File: config.mk
export PLATFORM = sky130hd
export DESIGN_NAME = lcd_bus_scheduler
export DESIGN_NICKNAME = d
export VERILOG_FILES = /design/src/rtl/lcd_pkg.sv /design/src/rtl/lcd_rr_arb2.sv /design/src/rtl/lcd_bus_scheduler.sv
export SDC_FILE = /design/constraint.sdc
export NUM_CORES = 1
export LEC_CHECK = 0
export ABC_CLOCK_PERIOD_IN_PS = 3700
export CORE_MARGIN = 5
export CORE_UTILIZATION = 50
export DETAILED_ROUTE_END_ITERATION = 8
export GPL_TIMING_DRIVEN = 0
export PLACE_DENSITY = 0.75
export REMOVE_ABC_BUFFERS = 1
export SYNTH_ARGS = -nofsm -noshare
export SYNTH_HDL_FRONTEND = slang
export SYNTH_HIERARCHICAL = 1
export SYNTH_SLANG_ARGS = --single-unit
File: constraint.sdc
create_clock -name clk -period 3.7 [get_ports clk]
set_clock_uncertainty 0.15 [all_clocks]
set_input_delay 0.74 -clock clk [delete_from_list [all_inputs] [get_ports clk]]
set_output_delay 0.74 -clock clk [all_outputs]
set_load 0.03 [all_outputs]
File: src/rtl/lcd_pkg.sv
// Shared definitions for the character LCD bus: state encoding, init command list,
// clear/home decode and the character codes used by the calculator line writers.
package lcd_pkg;

  localparam logic [2:0] S_PWR   = 3'd0;
  localparam logic [2:0] S_SETUP = 3'd1;
  localparam logic [2:0] S_EHI   = 3'd2;
  localparam logic [2:0] S_WAIT  = 3'd3;
  localparam logic [2:0] S_IDLE  = 3'd4;

  localparam logic [7:0] CMD_FUNC_SET = 8'h38;
  localparam logic [7:0] CMD_DISP_ON  = 8'h0C;
  localparam logic [7:0] CMD_ENTRY    = 8'h06;
  localparam logic [7:0] CMD_CLEAR    = 8'h01;

  localparam logic [7:0] CH_DIGIT0 = 8'h30;
  localparam logic [7:0] CH_PLUS   = 8'h2B;
  localparam logic [7:0] CH_MINUS  = 8'h2D;
  localparam logic [7:0] CH_SLASH  = 8'h2F;
  localparam logic [7:0] CH_EQUAL  = 8'h3D;
  localparam logic [7:0] CH_BLANK  = 8'h20;

  // Clear (0x01) and home (0x02/0x03) need the long post-command wait.
  function automatic logic is_clr_home(input logic rs, input logic [7:0] data);
    return !rs && (data[7:2] == 6'd0);
  endfunction

  function automatic logic [7:0] init_cmd(input logic [1:0] idx);
    case (idx)
      2'd0:    return CMD_FUNC_SET;
      2'd1:    return CMD_DISP_ON;
      2'd2:    return CMD_ENTRY;
      default: return CMD_CLEAR;
    endcase
  endfunction

endpackage

File: src/rtl/lcd_rr_arb2.sv
// Two-way round-robin arbiter; on a tie the requester that did not win last time is granted.
module lcd_rr_arb2 (
  input  logic       valid0,
  input  logic       valid1,
  input  logic       last_grant,
  input  logic       enable,
  output logic [1:0] grant
);

  assign grant[0] = enable && valid0 && (!valid1 || last_grant);
  assign grant[1] = enable && valid1 && (!valid0 || !last_grant);

endmodule

File: src/rtl/lcd_bus_scheduler.sv
// Sequences HD44780 power-up/init and arbitrated requester writes on the LCD bus,
// generating lcd_e with programmable setup, pulse and post-command wait times.
module lcd_bus_scheduler
  import lcd_pkg::*;
#(
  parameter int E_SETUP  = 2,
  parameter int E_HIGH   = 12,
  parameter int CMD_WAIT = 2000,
  parameter int CLR_WAIT = 80000,
  parameter int PWR_WAIT = 750000
) (
  input  logic       clk,
  input  logic       rst,
  input  logic       req0_valid,
  input  logic       req0_rs,
  input  logic [7:0] req0_data,
  input  logic       req1_valid,
  input  logic       req1_rs,
  input  logic [7:0] req1_data,
  output logic       req0_ready,
  output logic       req1_ready,
  output logic       init_done,
  output logic       busy,
  output logic       lcd_e,
  output logic       lcd_rs,
  output logic       lcd_rw,
  output logic [7:0] lcd_data
);

  localparam int MAX_A   = (E_SETUP > E_HIGH) ? E_SETUP : E_HIGH;
  localparam int MAX_B   = (CMD_WAIT > CLR_WAIT) ? CMD_WAIT : CLR_WAIT;
  localparam int MAX_C   = (MAX_A > MAX_B) ? MAX_A : MAX_B;
  localparam int MAX_ALL = (MAX_C > PWR_WAIT) ? MAX_C : PWR_WAIT;
  localparam int CW      = $clog2(MAX_ALL) + 1;

  logic [2:0]    state;
  logic [CW-1:0] cnt;
  logic [1:0]    idx;
  logic          rs_q;
  logic [7:0]    data_q;
  logic          last_grant;
  logic [1:0]    grant;

  lcd_rr_arb2 u_arb (
    .valid0     (req0_valid),
    .valid1     (req1_valid),
    .last_grant (last_grant),
    .enable     ((state == S_IDLE) && init_done),
    .grant      (grant)
  );

  assign req0_ready = grant[0];
  assign req1_ready = grant[1];
  assign busy       = (state != S_IDLE);
  assign lcd_e      = (state == S_EHI);
  assign lcd_rs     = rs_q;
  assign lcd_data   = data_q;
  assign lcd_rw     = 1'b0;

  // Reset state is not a counted cycle, so PWR loads the full PWR_WAIT rather than PWR_WAIT-1.
  always_ff @(posedge clk or posedge rst) begin
    if (rst) begin
      state      <= S_PWR;
      cnt        <= CW'(PWR_WAIT);
      idx        <= 2'd0;
      rs_q       <= 1'b0;
      data_q     <= 8'h00;
      init_done  <= 1'b0;
      last_grant <= 1'b1;
    end else if (cnt != '0) begin
      cnt <= cnt - CW'(1);
    end else begin
      case (state)
        S_PWR: begin
          state  <= S_SETUP;
          cnt    <= CW'(E_SETUP - 1);
          idx    <= 2'd0;
          rs_q   <= 1'b0;
          data_q <= init_cmd(2'd0);
        end
        S_SETUP: begin
          state <= S_EHI;
          cnt   <= CW'(E_HIGH - 1);
        end
        S_EHI: begin
          state <= S_WAIT;
          cnt   <= is_clr_home(rs_q, data_q) ? CW'(CLR_WAIT - 1) : CW'(CMD_WAIT - 1);
        end
        S_WAIT: begin
          if (!init_done && idx != 2'd3) begin
            idx    <= idx + 2'd1;
            data_q <= init_cmd(idx + 2'd1);
            state  <= S_SETUP;
            cnt    <= CW'(E_SETUP - 1);
          end else begin
            init_done <= 1'b1;
            state     <= S_IDLE;
            cnt       <= '0;
          end
        end
        S_IDLE: begin
          if (grant[0]) begin
            rs_q       <= req0_rs;
            data_q     <= req0_data;
            last_grant <= 1'b0;
            state      <= S_SETUP;
            cnt        <= CW'(E_SETUP - 1);
          end else if (grant[1]) begin
            rs_q       <= req1_rs;
            data_q     <= req1_data;
            last_grant <= 1'b1;
            state      <= S_SETUP;
            cnt        <= CW'(E_SETUP - 1);
          end
        end
        default: begin
          state <= S_PWR;
          cnt   <= CW'(PWR_WAIT);
        end
      endcase
    end
  end

endmodule

==> out/metrics.yaml <==
placement:
  port_buffers: 35
  place_ws_ps: -375
  place.gp.congestion: 0.775
  detailed_place_hpwl_um: 3580
finish:
  num_antenna_cells: 0
  drive_above_1_share_pct: 17.4
  nets: 291
  final_core_util_pct: 62.5
  area_growth_pct: 20.5
clocking:
  cts_sinks: 37
  cts-hold-fix-buffers: 0
  root_buffer: "clkbuf_8"
  h-tree-depth: 2
  clkTransAtPathRegs_ps: 70
  numCtsBuffers: 5
  clock_insertion_delay_worst_skew_ps: 290
  ctsLongestPathBuffers: 2
  cts_tree: "yes"
synth:
  synth_cells: 229
  synth_edf_count: 0
  synth_top_cells_by_count: "26 x dfrtp_1, 19 x a21oi_1, 19 x nor2_1, 14 x nand2_1, 11 x dfstp_2"
  synth_area_leader_cell: "dfrtp_1"
  async_reset_ff_share_pct: 100
  netlist_area_mm2: 0.00228
  synth_top_area_share_pct: 28.6
  yosys_warnings: 6
  ys.flop_type: "dfrtp_1"
  synthTopCellsByArea: "dfrtp_1 29%, dfstp_2 13%, mux2_2 4.9%"
  ys_seq_elements: 37
  synth_most_common_cell: "dfrtp_1"
  avgSynthCellArea_um2: 9.94
  synth-seq-area-share_pct: 41.3
  ys_types: 53
critical_path:
  cpLargestDelayFamily: "simple AND/OR/NAND/NOR gates"
  cp.arrival_ps: 3500
  cp.required_ps: 3730
  path_class: "reg2reg"
  path_cells: "nor4_2 -> nand2_1 -> nor4_4 -> mux2_2"
  cp_slowest_stage_delay_ps: 940
  cp_num_buf_inv: 0
  reg2reg_slack_ps: 230
  endpoint_kind: "flop"
  path_max_fanout: 18
  rr_endpoint: "lcd_data[4]"
  slowest_stage: "nor4_2"
  r2r-start: "cnt[4]"
  reg2regPathDepth: 4
  startpoint_type: "flop"
route:
  viasPerCell: 5.95
  ant_nets: 0
  drtIter0Drc: 85
  detail_route.wl_per_cell_um: 16.1
  drc: 0
  vias: 1879
  drt_first_pass_iters: 4
  routed_wl_um: 5090
min_path:
  holdPathEnd: "cnt[18]"
  min_from: "cnt[18]"
  worstHoldPathCells: 1
  hold_class: "reg2reg"
pwr:
  power_leakage_nw: 1.10
  p_int_w: 0.000556
  seq_power_share_pct: 56.4
  p_per_area_mw_per_mm2: 262
  ir_drop_v: 0.000123
  p_switching_w: 0.000161
  pwr-share-comb_pct: 4.8
  switching_share_pct: 22.5
  clkPwrFrac_pct: 38.8
  total_power_w: 0.000718
timing:
  max_slew_margin_pct: 26.6
  timing.fmax_mhz: 288
  timing.final.crit_share_pct: 93.9
  tightest_slew_ps: 1090
  tns_ps: 0
  rsz0062_at_grt: "false"
  setup_ws_ps: 227
  setup_viol: 0
  slew_violations: 0
  hold_viol_final: 0
  min_period_ps: 3470
  holdWs_ps: 349
floorplanning:
  die-width_um: 77.5
  start_util_pct: 51.9
  rows: 24
  die_h_um: 77.5
  core_mm2: 0.00438
  dieArea_mm2: 0.00600
  ioPinCount: 37
flow_run:
  cap_violations: 0
global_routing:
  grt_pass1_vias: 1835
  grt_pass1_wl_um: 8420
  antenna_found_initial: 0
  grt_overflow: 0
  globalRouteTotalUtil_pct: 17.2
  grt_max_degree: 38
run_status:
  outcome: "complete, no violations"
[worst max path at each step]
| stage | end | cells past startpoint | slack, ps | start |
|---|---|---|---|---|
| after floorplan | lcd_data[0] | 7 | 190 | state[0] |
| after global placement | req0_ready | 4 | -360 | req0_valid |
| after detailed placement | req0_ready | 4 | -380 | req0_valid |
| after CTS | req0_ready | 5 | 80 | state[0] |
| after global routing | lcd_data[4] | 4 | 40 | cnt[4] |
| final | lcd_data[4] | 4 | 230 | cnt[4] |
[per-stage QoR]
step	area (µm²)	cells
final	2740	316
after global routing	2740	316
after CTS	2720	313
after detailed placement	2620	305
after global placement	2620	305
after floorplan	2210	218
[flip-flops by register name (all words and copies together) (netlist names)]
name        count
last_grant      1
init_done       1
lcd_rs          1
state           3
lcd_data        8
idx             2
cnt            21
[logic make-up after synthesis]
family                     count (synthesis)  synth area share (%)
AOI/OAI and AO/OA                         55                  15.6
DFF                                       37                  41.3
and+or+nand+nor                           79                  21.7
buffers and inverters                     20                  4.51
muxes                                     19                  8.91
adders and majority gates                  6                  3.30
other                                      1                 0.165
xor gates and xnor gates                  12                  4.62
[cell usage in the layout, fill, tap and decap left out, drive strengths merged, types with 4 or more instances in the layout]
master / n
a211oi: 4
a21oi: 19
and2: 4
and3: 4
clkbuf: 6
clkdlybuf4s50: 34
dfrtp: 26
dfstp: 11
ha: 6
inv: 8
mux2: 10
mux2i: 9
nand2: 14
nand3: 4
nor2: 19
nor3: 7
nor4: 8
o21ai: 8
o31ai: 6
xnor2: 7
xor2: 5
[final cells by class]
cell class,instances,area [µm²]
Inverter,9,33.8
Tap cell,52,65.1
Fill cell,390,1640
Sequential cell,37,940
Clock inverter,2,10.0
Timing Repair Buffer,38,375
Multi-Input combinational cell,172,1240
Clock buffer,6,72.6
[power by group through the flow]
stage	logic, W	registers (W)	clock network (W)
global placement	0.0000344	0.000412	0
floorplan	0.00000970	0.000412	0
finish	0.0000348	0.000405	0.000278
CTS	0.0000357	0.000405	0.000286
global route	0.0000383	0.000405	0.000302
detailed placement	0.0000354	0.000412	0
[what timing repair did]
action / CTS / global route
setup endpoints to repair: 9 / 2
setup buffers: 0 / 3
pin swaps: 0 / 0
resized for setup: 2 / 1
[routing by layer]
layer / track usage (%) / part of all wire [%] / wire, µm / vias up
li1: - / - / - / 908
met1: 21.4 / 44 / 2230 / 915
met2: 29.2 / 50 / 2520 / 49
met3: 4.75 / 5.5 / 278 / 7
met4: 4.64 / 1.1 / 56 / 0
met5: 0 / 0 / 0 / -
(Power assumes the default switching activity.)
